**src/rtl/byte_striping.sv**
```systemverilog
// byte_striping: distributes an incoming byte stream round-robin across four
// output lanes. Complete groups of four bytes are emitted together. A gap in
// the stream flushes a partial group, with the unfilled lanes set to PAD_SYM.
module byte_striping #(
   parameter int          LANES   = 4,
   parameter logic [7:0]  PAD_SYM = 8'h7C
) (
   input  logic       clk,
   input  logic       rst,
   input  logic       enb,
   input  logic [7:0] tx_multiplexada,
   input  logic       tx_Valid,
   output logic [7:0] lane0,
   output logic [7:0] lane1,
   output logic [7:0] lane2,
   output logic [7:0] lane3,
   output logic       lanes_valid,
   output logic       padded,
   output logic [7:0] group_cnt
);

   // Slot index of the last lane in a group; the design is built for four lanes.
   localparam logic [1:0] LAST_SLOT = 2'(LANES - 1);

   logic [1:0] idx;
   logic [7:0] hold0;
   logic [7:0] hold1;
   logic [7:0] hold2;

   logic       accept;
   logic       group_done;
   logic       flush;
   logic       emit;
   logic [7:0] flush_lane1;
   logic [7:0] flush_lane2;

   // Decode what happens at the coming edge: fill a slot, complete a group, or flush a partial one.
   always_comb begin
      accept     = enb & tx_Valid;
      group_done = accept & (idx == LAST_SLOT);
      flush      = enb & ~tx_Valid & (idx != 2'd0);
      emit       = group_done | flush;
   end

   // Select lane contents for a partial group: lanes at or beyond idx get the pad byte.
   // Lane 0 always holds a real byte in a flush, and lane 3 is always padding.
   always_comb begin
      flush_lane1 = PAD_SYM;
      flush_lane2 = PAD_SYM;
      if (idx >= 2'd2) begin
         flush_lane1 = hold1;
      end
      if (idx == 2'd3) begin
         flush_lane2 = hold2;
      end
   end

   // Advance the round-robin slot on every accepted byte, and restart at slot 0 once a group goes out.
   always_ff @(posedge clk or posedge rst) begin
      if (rst) begin
         idx <= 2'd0;
      end else if (emit) begin
         idx <= 2'd0;
      end else if (accept) begin
         idx <= idx + 2'd1;
      end
   end

   // Keep the bytes for slots 0..2 until the group completes or gets flushed.
   always_ff @(posedge clk or posedge rst) begin
      if (rst) begin
         hold0 <= 8'h00;
         hold1 <= 8'h00;
         hold2 <= 8'h00;
      end else if (accept && !group_done) begin
         case (idx)
            2'd0:    hold0 <= tx_multiplexada;
            2'd1:    hold1 <= tx_multiplexada;
            default: hold2 <= tx_multiplexada;
         endcase
      end
   end

   // Load the lane outputs only when a group is emitted. At all other times they hold.
   always_ff @(posedge clk or posedge rst) begin
      if (rst) begin
         lane0 <= 8'h00;
         lane1 <= 8'h00;
         lane2 <= 8'h00;
         lane3 <= 8'h00;
      end else if (group_done) begin
         lane0 <= hold0;
         lane1 <= hold1;
         lane2 <= hold2;
         lane3 <= tx_multiplexada;
      end else if (flush) begin
         lane0 <= hold0;
         lane1 <= flush_lane1;
         lane2 <= flush_lane2;
         lane3 <= PAD_SYM;
      end
   end

   // Pulse the group flags for one cycle per emitted group, and count groups modulo 256.
   always_ff @(posedge clk or posedge rst) begin
      if (rst) begin
         lanes_valid <= 1'b0;
         padded      <= 1'b0;
         group_cnt   <= 8'h00;
      end else begin
         lanes_valid <= emit;
         padded      <= flush;
         if (emit) begin
            group_cnt <= group_cnt + 8'd1;
         end
      end
   end

endmodule

```
**config.mk**
```make
export PLATFORM = sky130hd
export DESIGN_NAME = byte_striping
export DESIGN_NICKNAME = d
export VERILOG_FILES = /design/src/rtl/byte_striping.sv
export SDC_FILE = /design/constraint.sdc
export NUM_CORES = 1
export LEC_CHECK = 0
export CORE_AREA = 3 3 88 90
export DETAILED_ROUTE_END_ITERATION = 6
export DIE_AREA = 0 0 91 93
export GPL_TIMING_DRIVEN = 0
export SLEW_MARGIN = 20
export SYNTH_ARGS = -nofsm -noshare
export SYNTH_HDL_FRONTEND = slang
export SYNTH_SLANG_ARGS = --single-unit
```
**constraint.sdc**
```tcl
create_clock -name clk -period 3.2 [get_ports clk]
set_clock_uncertainty 0.15 [all_clocks]
set_input_delay 0.48 -clock clk [delete_from_list [all_inputs] [get_ports clk]]
set_output_delay 0.48 -clock clk [all_outputs]
set_load 0.01 [all_outputs]
```
# == Yosys cells after proc, flatten, opt, wreduce, memory -nomap -nowiden ==
# Cells that the tools add are included.
# totals
elab_cells,45
output_inout_bits,42
ff_bits,68
inputBits,12
# op_classes
n_bitwise,7
addsub,2
n_eq_ne,2
order_cmp,1
reduce_logical,10
n_mux,12
# ops
cell,count
$mux W8,10
$add A8 B1 Y8 const B,1
$reduce_and A2 Y1,3
$reduce_bool A2 Y1,3
$and A1 B1 Y1,4
$mux W2,2
$add A2 B1 Y2 const B,1
$eq A2 B1 Y1 const B,1
$eq A2 B2 Y1 const B,1
$ge A2 B2 Y1 const B,1
$logic_not A2 Y1,1
$not A1 Y1,2
$reduce_or A2 Y1,1
$logic_and A1 B1 Y1,1
$logic_not A1 Y1,1
$or A1 B1 Y1,1

# == Depth between registers and ports, before layout ==
# Gate-level depths: netlist (run 1).
# depth
depth_word,5
depth_mapped,9
mapped_depth_nobuf,7

# == Worst setup path after synthesis (run 1) ==
# Ideal clock, no wire load.
# synth_timing
path_kind,register to register
startpoint,register idx[1]
endpoint,register group_cnt[6]
period_less_slack_ns,2.224
n_path_buf,2
arrival_time_ns,1.995
required_ns,2.971
stages_incl_launch_ff,9
slack_ns,0.976
setup_time_ns,0.079
path_cell_list,dfrtp_1 -> clkbuf_1 -> inv_1 -> ha_1 -> or2_1 -> a21o_1 -> clkbuf_1 -> nor4_1 -> xor2_1
# synth_between
elab_chain_len,3
word_cells_on_any_way,5
cone_classes,1 x eq/ne; 3 x bitwise; 1 x reduce/logical
# synth_rtl
element,line,source
from (decl),25,logic [1:0] idx;
from (signal assigned),65,idx <= idx + 2'd1;
$eq A2 B2 Y1 or $reduce_bool A2 Y1 (tied branches),"40, 41",
"$and A1 B1 Y1, on equally long branches","40, 41",
$or A1 B1 Y1 *,42,emit = group_done | flush;
to (signal assigned),114,group_cnt <= group_cnt + 8'd1;
to (decl),19,output logic [7:0] group_cnt
# Every way passes the cells marked *; elsewhere a longest branch is shown, timed or not.
# A chain may end at the register's enable or synchronous reset.

# == Worst setup path after layout (run 1) ==
# layout_timing
startpoint,register idx[1]
endpoint,register lane1[0]
# layout_between
elab_chain_len,4
word_cells_on_any_way,9
cone_classes,1 x order compare; 1 x eq/ne; 3 x mux; 2 x bitwise; 2 x reduce/logical
# layout_rtl
element,line,source
$ge A2 B2 Y1,50,if (idx >= 2'd2) begin
$mux W8,50,
$mux W8,96,end else if (flush) begin
$mux W8,91,end else if (group_done) begin
to (signal assigned),93,lane1 <= hold1;
to (signal assigned),98,lane1 <= flush_lane1;
to (decl),14,"output logic [7:0] lane1,"
# Parallel ways exist; a longest one is shown, timed or not. The select of a mux whose other input is x is not followed.

==> results.yml, run 1 <==
clock_tree:
  cts.path.max_buffers: 2
  cts-root-buf: "clkbuf_8"
  cts_max_level: 3
  hold_buffers: 0
  cts.clk_slew.worst_paths_ns: 0.08
  ctsResizeCount: 0
  cts_buffers: 9
  cts_tree: "yes"
  post_cts_buffers: 0
  clock-sinks: 68
  clk_latency_ns: 0.34
critical_path:
  cp.required_ns: 3.33
  rrSetupSlack_ns: 0.49
  cp-startpoint: "idx[1]"
  path_class: "reg -> reg"
  r2r_start: "idx[1]"
  reg2reg_to: "lane1[0]"
  cp_max_fo: 10
  critPathArrivalTime_ns: 2.84
  reg2regPathDepth: 9
  cp-start-kind: "flop"
  cp-end-kind: "flop"
placed_design:
  gp_congestion: 0.815
  dp.cells: 404
  pre_cts_slack_ns: 0.538
  dp_hpwl_um: 4230
  dpl_cell_area_um2: 3460
  port_buffers: 53
sta:
  relSlewSlack_pct: 48.6
  finalHoldViolCount: 0
  maxSlewViolCount: 0
  final.period_utilization_pct: 84.6
  clock.fmax_mhz: 369
  period_needed_ns: 2.71
  post-route-worst-setup-slack_ns: 0.492
  whs_ns: 0.315
  rsz0062_at_grt: "false"
  setup_viol: 0
  tightest_slew_ns: 0.771
power_and_ir_drop:
  vdd_ir_drop_max_v: 0.000391
  power_leakage_uw: 0.00170
  power_density_nw_per_um2: 958
  total_power_uw: 3550
yosys:
  seq_area_frac_synth_pct: 61.1
  synthTopCellsByArea: "dfrtp_1 61%, nand2_1 6.7%, mux2_4 4.3%"
  yosysWarnings: 0
  syn_area_um2: 2790
  yosysTopAreaCell: "dfrtp_1"
  syn_inst: 251
  synth_nets: 268
  synth_seq_cells: 68
  syn-mean-instance-area_um2: 11.1
  synth_top_cell_area_share_pct: 61.1
  netlist-cell-type-count: 28
grt:
  met3_usage_pct: 3.22
  grt_use_total_pct: 15.6
  met1_usage_pct: 20.7
  grt_first_pass_wirelength_um: 10100
  grt_util_met2_pct: 24.0
  grt_pass1_vias: 2005
  grt_max_degree: 42
  overflow: 0
  antenna_found_initial: 0
  busiest_layer: "met2"
floorplan:
  die-height_um: 93
  dieArea_um2: 8460
  start_util_pct: 39.0
  ioPinCount: 54
  core-area_um2: 7140
  die_x_um: 91
  rows: 31
routing:
  firstDrtPassIters: 4
  dr_total_vias: 2007
  avgViaCountPerCell: 4.78
  drc: 0
  postRouteAntennaNets: 0
  wl_um: 6160
  wl_per_cell_um: 14.7
  drtIter0Drc: 73
final_layout:
  area.sequential_um2: 1700
  fillCellCount: 665
  drive_gt1_share_pct: 12.5
  area_growth_pct: 33.2
  nNetsFinal: 333
  multi_input_area_um2: 962
  mostFrequentLayoutCell: "dfrtp_1"
  n_antenna_cell: 0
  final_area_um2: 3710
  layout_common_cells: "68 x dfrtp_1, 53 x clkdlybuf4s50_1, 50 x nand2_1"
  layout.cells.non_filler: 420
hold_path:
  min_path_type: "in -> async"
outcome:
  status: "completed"
job:
  drv_cap: 0
[power breakdown]
part	internal [µW]	switching, µW	total (µW)
clock	544	340	883
combinational	682	535	1220
sequential	1230	226	1450
total	2450	1100	3550
[sequential cells by signal, indices dropped and copies added (netlist names)]
register	count
hold0	8
lane0	8
padded	1
idx	2
lane3	8
group_cnt	8
lane1	8
lane2	8
lanes_valid	1
hold2	8
hold1	8
[cell families after synthesis]
logic type / after synthesis / synth area share [%]
AOI/OAI and AO/OA: 31 / 6.51
xor gates and xnor gates: 7 / 2.20
adders and majority gates: 5 / 2.25
buffers and inverters: 30 / 4.36
DFF: 68 / 61.1
muxes: 25 / 11.1
and+or+nand+nor: 85 / 12.4
[critical path, stage by stage, from the launching register on]
cell	delay, ns
dfrtp_1	0.38
clkbuf_1	0.39
inv_1	0.15
ha_1	0.25
or2_1	0.25
a21o_1	0.20
inv_2	0.17
buf_1	0.43
nand3_1	0.17
nand2_1	0.10
[area by class of cell]
class | instances | area share, %
plain buffers | 10 | 1.25
clock buffers | 11 | 3.81
clock inverters | 5 | 2.90
inverters | 20 | 2.09
multi-input cells | 153 | 25.9
flip-flops and latches | 68 | 45.9
well taps | 99 | 3.34
repair buffers | 54 | 14.8
[worst max path at each step]
stage | to | slack (ns) | depth (start not counted)
2_1_floorplan | group_cnt[0] | 0.86 | 1
3_3_place_gp | hold1[3] | -0.34 | 2
3_5_place_dp | lane2[4] | 0.54 | 9
4_1_cts | lane2[7] | 0.50 | 9
5_1_grt | group_cnt[6] | 0.32 | 8
6_report | lane1[0] | 0.49 | 9
[stage by stage]
step	utilization [%]	TNS [ns]
6_report	52.0	0
5_1_grt	52.0	0
4_1_cts	52.0	0
3_5_place_dp	48.5	0
3_3_place_gp	48.2	-22.60
2_1_floorplan	-	0
[cell usage after synthesis (all sizes together)]
master   n
nor2    19
xnor2    4
o21ai    8
a32o     1
mux2    24
xor2     3
a21o     1
buf      5
ha       5
o22ai    5
nor3     1
nor4     2
or3      2
dfrtp   68
nand4    1
nand2   50
nand3    9
a31oi   10
clkbuf   5
or2      1
inv     20
a21oi    6
mux2i    1
[routing by layer]
metal | vias to the layer above | wire, µm
met2 | 39 | 2920
met4 | 0 | 114
met3 | 10 | 204
met5 | - | 0
met1 | 993 | 2920
li1 | 965 | -
Note: power is estimated with default switching activity, not from simulation.
==> run 2, diff against run 1 <==
==> constraint.sdc (replaced) <==
create_clock -name clk -period 2.8 [get_ports clk]
set_clock_uncertainty 0.15 [all_clocks]
set_input_delay 0.42 -clock clk [delete_from_list [all_inputs] [get_ports clk]]
set_output_delay 0.42 -clock clk [all_outputs]
set_load 0.01 [all_outputs]
==> run 2 against run 1 <==
Total power rose by 14%. First-iteration DRC count fell by 33%. Sequential power rose by 16%. Critical path depth fell by 1. Design area fell by 0.10%. Non-clock buffer count fell by 1. Global-route usage did not move. Maximum frequency rose by 7.7%. Count of clock-buffer cells in the layout did not move. Sequential share of layout area barely moved. Routed wire length fell by 0.23%. Critical path type unchanged. Largest cell class unchanged.
==> results.yml, run 2 (synthesis gave the netlist of run 1 again) <==
routing:
  postRouteAntennaNets: 0
  wl_per_cell_um: 14.7
  m1WireLength_um: 2920
  avgViaCountPerCell: 4.78
  wl_um: 6140
  drc: 0
  wl_met2_um: 2920
  met3WireLength_um: 195
  drtIter0Drc: 49
  dr_total_vias: 2004
  top_layer: "met4"
  firstDrtPassIters: 4
clock_tree:
  hold_buffers: 0
  ctsResizeCount: 0
  cts_buffers: 9
  clock-sinks: 68
  cts_tree: "yes"
  cts.clk_slew.worst_paths_ns: 0.08
  clk_latency_ns: 0.34
  cts.path.max_buffers: 2
  post_cts_buffers: 0
  cts-root-buf: "clkbuf_8"
  cts_max_level: 3
sta:
  maxSlewViolCount: 0
  finalHoldViolCount: 0
  post-route-worst-setup-slack_ns: 0.286
  setup_viol: 0
  rsz0062_at_grt: "false"
  clock.fmax_mhz: 398
  tightest_slew_ns: 0.750
  relSlewSlack_pct: 50.0
  final.period_utilization_pct: 89.8
  period_needed_ns: 2.51
critical_path:
  cp-end-kind: "flop"
  cp_max_fo: 11
  cp.required_ns: 2.93
  cp-start-kind: "flop"
  critPathArrivalTime_ns: 2.64
  path_class: "reg -> reg"
power_and_ir_drop:
  power_density_nw_per_um2: 1090
  power_leakage_uw: 0.00169
  vdd_ir_drop_max_v: 0.000453
placed_design:
  gp_congestion: 0.815
  dp_hpwl_um: 4230
  pre_cts_slack_ns: 0.138
  dpl_cell_area_um2: 3460
  port_buffers: 53
job:
  drv_cap: 0
grt:
  grt_pass1_vias: 2005
  grt_max_degree: 42
  grt_use_total_pct: 15.6
  overflow: 0
  antenna_found_initial: 0
  grt_first_pass_wirelength_um: 10100
floorplan:
  rows: 31
  die-height_um: 93
  core-area_um2: 7140
  die_x_um: 91
  start_util_pct: 39.0
  ioPinCount: 54
  dieArea_um2: 8460
final_layout:
  final_area_um2: 3710
  drive_gt1_share_pct: 12.5
  layout_common_cells: "68 x dfrtp_1, 53 x clkdlybuf4s50_1, 50 x nand2_1"
  area_growth_pct: 33.1
  nNetsFinal: 332
  mostFrequentLayoutCell: "dfrtp_1"
  n_antenna_cell: 0
  fillCellCount: 667
outcome:
  status: "completed"
hold_path:
  min_path_type: "in -> async"
[run 2: worst paths after layout]
path	start	endpoint	cells past startpoint	slack, ns
max	idx[1]	lane1[0]	8	0.29
min	rst	lane0[2]	2	0.25
max reg2reg	idx[1]	lane1[0]	8	0.29
min reg2reg	group_cnt[7]	group_cnt[7]	1	0.32
max in group asynchronous	rst	lane3[7]	3	1.72
min in group clk	group_cnt[7]	group_cnt[7]	1	0.32
[run 2: stage by stage]
stage	power (µW)	TNS, ns	utilization [%]	hold WS (ns)	std cells
finish	4060	0	51.9	0.255	419
global route	4310	0	51.9	0.266	419
CTS	4100	0	52.0	0.259	420
detailed placement	3080	0	48.5	0.305	404
global placement	3040	-45.72	48.2	0.298	403
floorplan	2390	0	-	0.283	251
[run 2: cell type report]
| cell class | count | area [µm²] | area share [%] |
|---|---|---|---|
| inverters | 20 | 77.6 | 2.09 |
| repair buffers | 54 | 551 | 14.8 |
| flip-flops and latches | 68 | 1700 | 45.9 |
| clock buffers | 11 | 141 | 3.81 |
| plain buffers | 9 | 42.5 | 1.15 |
| clock inverters | 5 | 108 | 2.90 |
| well taps | 99 | 124 | 3.34 |
| multi-input cells | 153 | 962 | 26.0 |
[run 2: worst max-delay path, stage by stage (launching register included)]
cell and delay [ns]:
dfrtp_1 0.59, inv_1 0.14, ha_1 0.25, or2_1 0.25
a21o_1 0.20, inv_2 0.18, buf_1 0.42, nand3_1 0.17
nand2_1 0.09
[run 2: power by group]
part / internal [µW] / switching, µW
combinational: 777 / 592
sequential: 1400 / 276
clock: 621 / 388
[run 2: routing by layer]
layer  GRT usage (%)  vias up
met3            3.22       10
met5               0        -
met2            24.0       38
met1            20.7      998
li1                -      958
met4            8.54        0
==> run 3, diff against run 2 <==
--- a/config.mk
+++ b/config.mk
@@ -5,10 +5,11 @@
 export SDC_FILE = /design/constraint.sdc
 export NUM_CORES = 1
 export LEC_CHECK = 0
-export CORE_AREA = 3 3 88 90
+export CORE_AREA = 3 3 68 117
 export DETAILED_ROUTE_END_ITERATION = 6
-export DIE_AREA = 0 0 91 93
+export DIE_AREA = 0 0 71 120
 export GPL_TIMING_DRIVEN = 0
+export SETUP_SLACK_MARGIN = 0.15
 export SLEW_MARGIN = 20
 export SYNTH_ARGS = -nofsm -noshare
 export SYNTH_HDL_FRONTEND = slang
==> run 3 against run 2 <==
Critical path depth unchanged. Clock power up 9%. Count of clock-buffer cells in the layout up 1. Sequential share of layout area down 0.52 points. Highest routed layer unchanged. Worst hold slack worse by 0.046 ns. Critical endpoint is now lane2[3].
==> results.yml, run 3 (synthesis gave the netlist of run 1 again) <==
outcome:
  status: "completed"
routing:
  postRouteAntennaNets: 0
  met3WireLength_um: 174
  wl_per_cell_um: 14.7
  drc: 0
  wl_met2_um: 3160
  avgViaCountPerCell: 4.88
  wl_um: 5970
  dr_total_vias: 1975
  top_layer: "met4"
  firstDrtPassIters: 4
  m1WireLength_um: 2530
  drtIter0Drc: 89
clock_tree:
  cts_buffers: 9
  cts.path.max_buffers: 2
  cts-root-buf: "clkbuf_16"
  cts_tree: "yes"
  cts_max_level: 3
  clk_latency_ns: 0.33
  cts.clk_slew.worst_paths_ns: 0.05
  clock-sinks: 68
  post_cts_buffers: 0
job:
  drv_cap: 0
critical_path:
  reg2regPathDepth: 8
  slowest_stage: "dfrtp_1"
  crit_chain: "clkbuf_2, inv_1, ha_1, or2_1, a21o_1, inv_2, buf_1, a31oi_1"
  cp-start-kind: "flop"
  slowest_delay_ns: 0.39
  cp-end-kind: "flop"
  reg2reg_to: "lane2[3]"
  critPathBufInv: 4
  critPathTopFamily: "buffers and inverters"
  critPathArrivalTime_ns: 2.47
  rrSetupSlack_ns: 0.36
  cp_max_fo: 10
  r2r_start: "idx[1]"
  path_class: "reg -> reg"
  cp.required_ns: 2.83
placed_design:
  port_buffers: 53
  dp_hpwl_um: 4310
  gp_congestion: 0.747
  dpl_cell_area_um2: 3450
final_layout:
  drive_gt1_share_pct: 13.2
  nNetsFinal: 333
  layout_common_cells: "68 x dfrtp_1, 53 x clkdlybuf4s50_1, 50 x nand2_1"
  mostFrequentLayoutCell: "dfrtp_1"
  area_growth_pct: 34.6
  n_antenna_cell: 0
  final_area_um2: 3750
power_and_ir_drop:
  power_leakage_uw: 0.00173
  clkPwrFrac_pct: 26.4
  p_seq_share_pct: 40.1
  vdd_ir_drop_max_v: 0.000538
  switching_share_pct: 29.8
  intPower_uw: 2920
  p_switching_uw: 1240
  p_comb_share_pct: 33.4
  power_density_nw_per_um2: 1110
  total_power_uw: 4160
floorplan:
  die-height_um: 120
  die_x_um: 71
  rows: 41
  ioPinCount: 54
  core-area_um2: 7180
  dieArea_um2: 8520
  start_util_pct: 38.8
sta:
  rsz0062_at_grt: "false"
  finalHoldViolCount: 0
  period_needed_ns: 2.44
  tightest_slew_ns: 0.747
  relSlewSlack_pct: 50.2
  clock.fmax_mhz: 411
  whs_ns: 0.209
  tns_ns: 0
  maxSlewViolCount: 0
  setup_viol: 0
  final.period_utilization_pct: 87.0
grt:
  antenna_found_initial: 0
  grt_pass1_vias: 2030
  grt_use_total_pct: 15.6
  grt_max_degree: 59
  grt_first_pass_wirelength_um: 10100
  overflow: 0
hold_path:
  min_path_type: "in -> async"
-- run 3: worst max path at each step --
stage                 from      endpoint  depth (start not counted)
CTS                 idx[1]      lane0[3]                          9
floorplan              rst  group_cnt[0]                          1
finish              idx[1]      lane2[3]                          8
detailed placement  idx[1]      lane2[3]                          9
global placement       rst      hold1[7]                          2
global route        idx[1]      lane1[4]                          8
-- run 3: final cells by class --
type                            instances  area, µm²
Fill cell                             695       3430
Tap cell                               86        108
Multi-Input combinational cell        153        962
Clock inverter                          2       35.0
Inverter                               20       77.6
Clock buffer                           12        256
Timing Repair Buffer                   54        558
Buffer                                 10       51.3
Sequential cell                        68       1700
-- run 3: power by group through the flow --
stage               registers (µW)  clock network [µW]  logic [µW]
CTS                           1670                1130        1420
global placement              1670                   0        1370
finish                        1670                1100        1390
global route                  1730                1170        1530
detailed placement            1680                   0        1400
floorplan                     1740                   0         652
-- run 3: what timing repair did --
item                                    CTS  global route
pin swaps                                 0             0
resized for setup                         3             2
hold endpoints to repair                  0             0
hold buffers                              0             0
endpoints found under the setup margin   24            11
-- run 3: per-layer routing --
metal  global-route usage, %  up-vias
met2                    25.7       40
met1                    18.5      965
li1                        -      964
met5                       0        -
met3                    3.94        6
met4                    8.12        0
-- run 3: stage by stage --
step / setup slack (ns) / std cells / util [%]
after floorplan: 0.518 / 251 / -
after global placement: -0.636 / 390 / 47.7
after detailed placement: 0.0971 / 391 / 48.1
after CTS: 0.260 / 405 / 52.2
after global routing: 0.152 / 405 / 52.2
final: 0.364 / 405 / 52.2
==> RTL edit 1, RTL diff (config.mk and constraints of run 2) <==
Reset style: synchronous (`rst`), changed in 4 clocked blocks.
--- a/src/rtl/byte_striping.sv
+++ b/src/rtl/byte_striping.sv
@@ -56,7 +56,7 @@
    end
 
    // Advance the round-robin slot on every accepted byte, and restart at slot 0 once a group goes out.
-   always_ff @(posedge clk or posedge rst) begin
+   always_ff @(posedge clk) begin
       if (rst) begin
          idx <= 2'd0;
       end else if (emit) begin
@@ -67,7 +67,7 @@
    end
 
    // Keep the bytes for slots 0..2 until the group completes or gets flushed.
-   always_ff @(posedge clk or posedge rst) begin
+   always_ff @(posedge clk) begin
       if (rst) begin
          hold0 <= 8'h00;
          hold1 <= 8'h00;
@@ -82,7 +82,7 @@
    end
 
    // Load the lane outputs only when a group is emitted. At all other times they hold.
-   always_ff @(posedge clk or posedge rst) begin
+   always_ff @(posedge clk) begin
       if (rst) begin
          lane0 <= 8'h00;
          lane1 <= 8'h00;
@@ -102,7 +102,7 @@
    end
 
    // Pulse the group flags for one cycle per emitted group, and count groups modulo 256.
-   always_ff @(posedge clk or posedge rst) begin
+   always_ff @(posedge clk) begin
       if (rst) begin
          lanes_valid <= 1'b0;
          padded      <= 1'b0;
Function: differs if rst is asserted again (counterexample within 4 cycles, from zero or initial values and one cycle with rst high); with rst held inactive, the same outputs for 10 cycles.
==> RTL edit 1 against run 2 <==
Critical path depth up 2; wire length fell by 5.0%; critical path type unchanged; sequential cell count did not move; sequential share of layout area fell by 5.9 points; critical endpoint is now lane2[1]$_SDFFE_PP0P_; synthesized area decreased by 8.6%; final area shrank 8.2%; setup slack improved by 370 ps; maximum frequency increased by 17%; largest cell class unchanged.
Power is not compared: it rests on default switching activity, and its combinational part moved more than twofold at a synthesized area within 25%.
==> RTL edit 1: results <==
set metrics [dict create \
    synthArstFlopShare 0 \
    synth_fp_nets 283 \
    htreeDepth 3 \
    synth_area_leaders "dfxtp_1 (53%), nand2_1 (6.8%), a22o_1 (5.9%)" \
    antenna_found_initial 0 \
    slowest_delay_ps 380 \
    critPathSlowestCell "dfxtp_1" \
    wl_met3_um 204 \
    grt_first_pass_wirelength_mm 9.76 \
    grt_max_degree 13 \
    netlist_top_cells_count "dfxtp_1 (68), nand2_1 (46), a21oi_1 (26), nor2_1 (23), a22o_1 (17)" \
    synth-xor-area-share 0.0206 \
    synth_adder_area_share 0.0246 \
    wirelength_mm 5.83 \
    slew_headroom 0.650 \
    gr-usage-met3 0.0386 \
    ys_seq_area_frac 0.535 \
    worst-path-max-fanout 10 \
    p_comb_frac 0.079 \
    place_ws_ps 330 \
    met1_usage 0.197 \
    met2WireLength_mm 2.63 \
    finalNetCount 346 \
    port_buffers 52 \
    first_pass_iters 4 \
    drtIter0Drc 85 \
    wl_met1_mm 2.94 \
    synth_compound_area_frac 0.179 \
    hp-class "in2reg" \
    grt.total_usage 0.145 \
    numCtsBuffers 9 \
    fillCellCount 725 \
    place_area_um2 3190 \
    reg2regPathDepth 10 \
    dp_hpwl_mm 4.23 \
    via_count 2058 \
    ys_types 34 \
    muxShareOfSynthArea 0.00393 \
    drive_gt1_frac 0.0958 \
    status "complete, no violations" \
    met2_usage 0.219 \
    globalplace.congestion 0.741 \
]
## RTL edit 1: cell type report
cell class	instances	area, um^2	area share
flip-flops and latches	68	1360	0.400
well taps	99	124	0.0364
clock buffers	9	124	0.0364
clock inverters	7	91.3	0.0268
plain buffers	17	120	0.0353
repair buffers	52	520	0.153
multi-input cells	178	1050	0.308
inverters	3	13.8	0.00404
## RTL edit 1: final timing paths
path | endpoint | from | slack [ps]
hold / removal | padded$_SDFF_PP0_ | enb | 250
setup reg to reg | lane2[1]$_SDFFE_PP0P_ | idx[0]$_SDFFE_PP0P_ | 660
setup / recovery | lane2[1]$_SDFFE_PP0P_ | idx[0]$_SDFFE_PP0P_ | 660
hold reg to reg | hold2[3]$_SDFFE_PP0P_ | hold2[3]$_SDFFE_PP0P_ | 300
## RTL edit 1: through the flow
stage | total power, mW | std cells
finish | 2.03 | 433
global route | 2.13 | 433
CTS | 2.06 | 433
detailed placement | 1.19 | 417
global placement | 1.19 | 417
floorplan | 1.12 | 266
==> RTL edit 2, RTL diff (config.mk and constraints of run 2) <==
Without the edit above. The parameter `PAD_SYM` goes from 8'h7C to 8'h40.
--- a/src/rtl/byte_striping.sv
+++ b/src/rtl/byte_striping.sv
@@ -3,7 +3,7 @@
 // the stream flushes a partial group, with the unfilled lanes set to PAD_SYM.
 module byte_striping #(
    parameter int          LANES   = 4,
-   parameter logic [7:0]  PAD_SYM = 8'h7C
+   parameter logic [7:0]  PAD_SYM = 8'h40
 ) (
    input  logic       clk,
    input  logic       rst,
Check against the original RTL: not equivalent (Yosys sat finds a counterexample within 4 cycles, from zero or initial values and one cycle with rst high).
==> RTL edit 2 against run 2 <==
Setup slack got worse by 60 ps; synthesized area grew 1.6%; wire length down 1.0%; combinational power is essentially flat; total power fell by 1.7%; sequential share of layout area shrank 0.48 points; cell count up 1.2%; final area grew 1.0%; global-route usage is essentially flat; sequential cell count unchanged; critical path type unchanged; largest cell class unchanged; largest power group unchanged.
==> RTL edit 2: results <==
set metrics [dict create \
    status "complete, no violations" \
    worstMarginPinSlew_ps 728 \
    synth_area_leaders "dfrtp_1 (60%), nand2_1 (9.3%), mux2_2 (6.4%)" \
    seq_power_share 0.416 \
    multi_input_area_share 0.268 \
    p_leak_nw 1.78 \
    ys_seq_area_frac 0.601 \
    finalNetCount 337 \
    fmax_mhz 389 \
    power_mw 3.99 \
    routedWlPerCell_um 14.3 \
    synth_compound_area_frac 0.0579 \
    p_int_mw 2.78 \
    grt_max_degree 56 \
    netlist_top_cells_count "nand2_1 (70), dfrtp_1 (68), inv_1 (17), mux2_2 (16), nand3_1 (14)" \
    synth-xor-area-share 0.0217 \
    inverters_excl_clock 17 \
    syn-instance-count 255 \
    met2WireLength_mm 2.82 \
    synth_adder_area_share 0.0221 \
    buffer_area_frac 0.165 \
    vdd_drop_max_v 0.000441 \
    n_all_buffers 66 \
    place_ws_ps 214 \
    muxShareOfSynthArea 0.106 \
    seq_share 0.454 \
    dp.cells 408 \
    reg2regPathDepth 10 \
    wl_met1_mm 2.94 \
    worstPathArrival_ps 2700 \
    clk_share 0.0618 \
]
RTL edit 2: cell count changes in the layout (fill, tap and decap cells not counted), sizes merged, moves of 4 or more:
cell / delta
inv: -4
a22o: +8
a31oi: -8
nand2: +20
a21oi: -6
nand3: +5
o22ai: -4
nor2: -13
RTL edit 2: per-layer routing:
metal / track usage / up-vias
met1: 0.203 / 970
met4: 0.0791 / 0
li1: - / 967
met5: 0 / -
met3: 0.0330 / 10
met2: 0.245 / 47
RTL edit 2: metrics by stage:
stage | hold slack (ps) | cell area [um^2]
after global placement | 298 | 3480
after floorplan | 283 | 2830
after detailed placement | 305 | 3510
after global routing | 209 | 3750
final | 199 | 3750
after CTS | 192 | 3750
RTL edit 2: worst max-delay path, stage by stage, from the launching register on:
cell      delay, ps
dfrtp_1         370
clkbuf_1        440
inv_1           130
ha_1            250
or2_2           300
a21o_1          180
inv_1            60
buf_2           210
buf_2           260
nand2_1         100
nand2_1          60
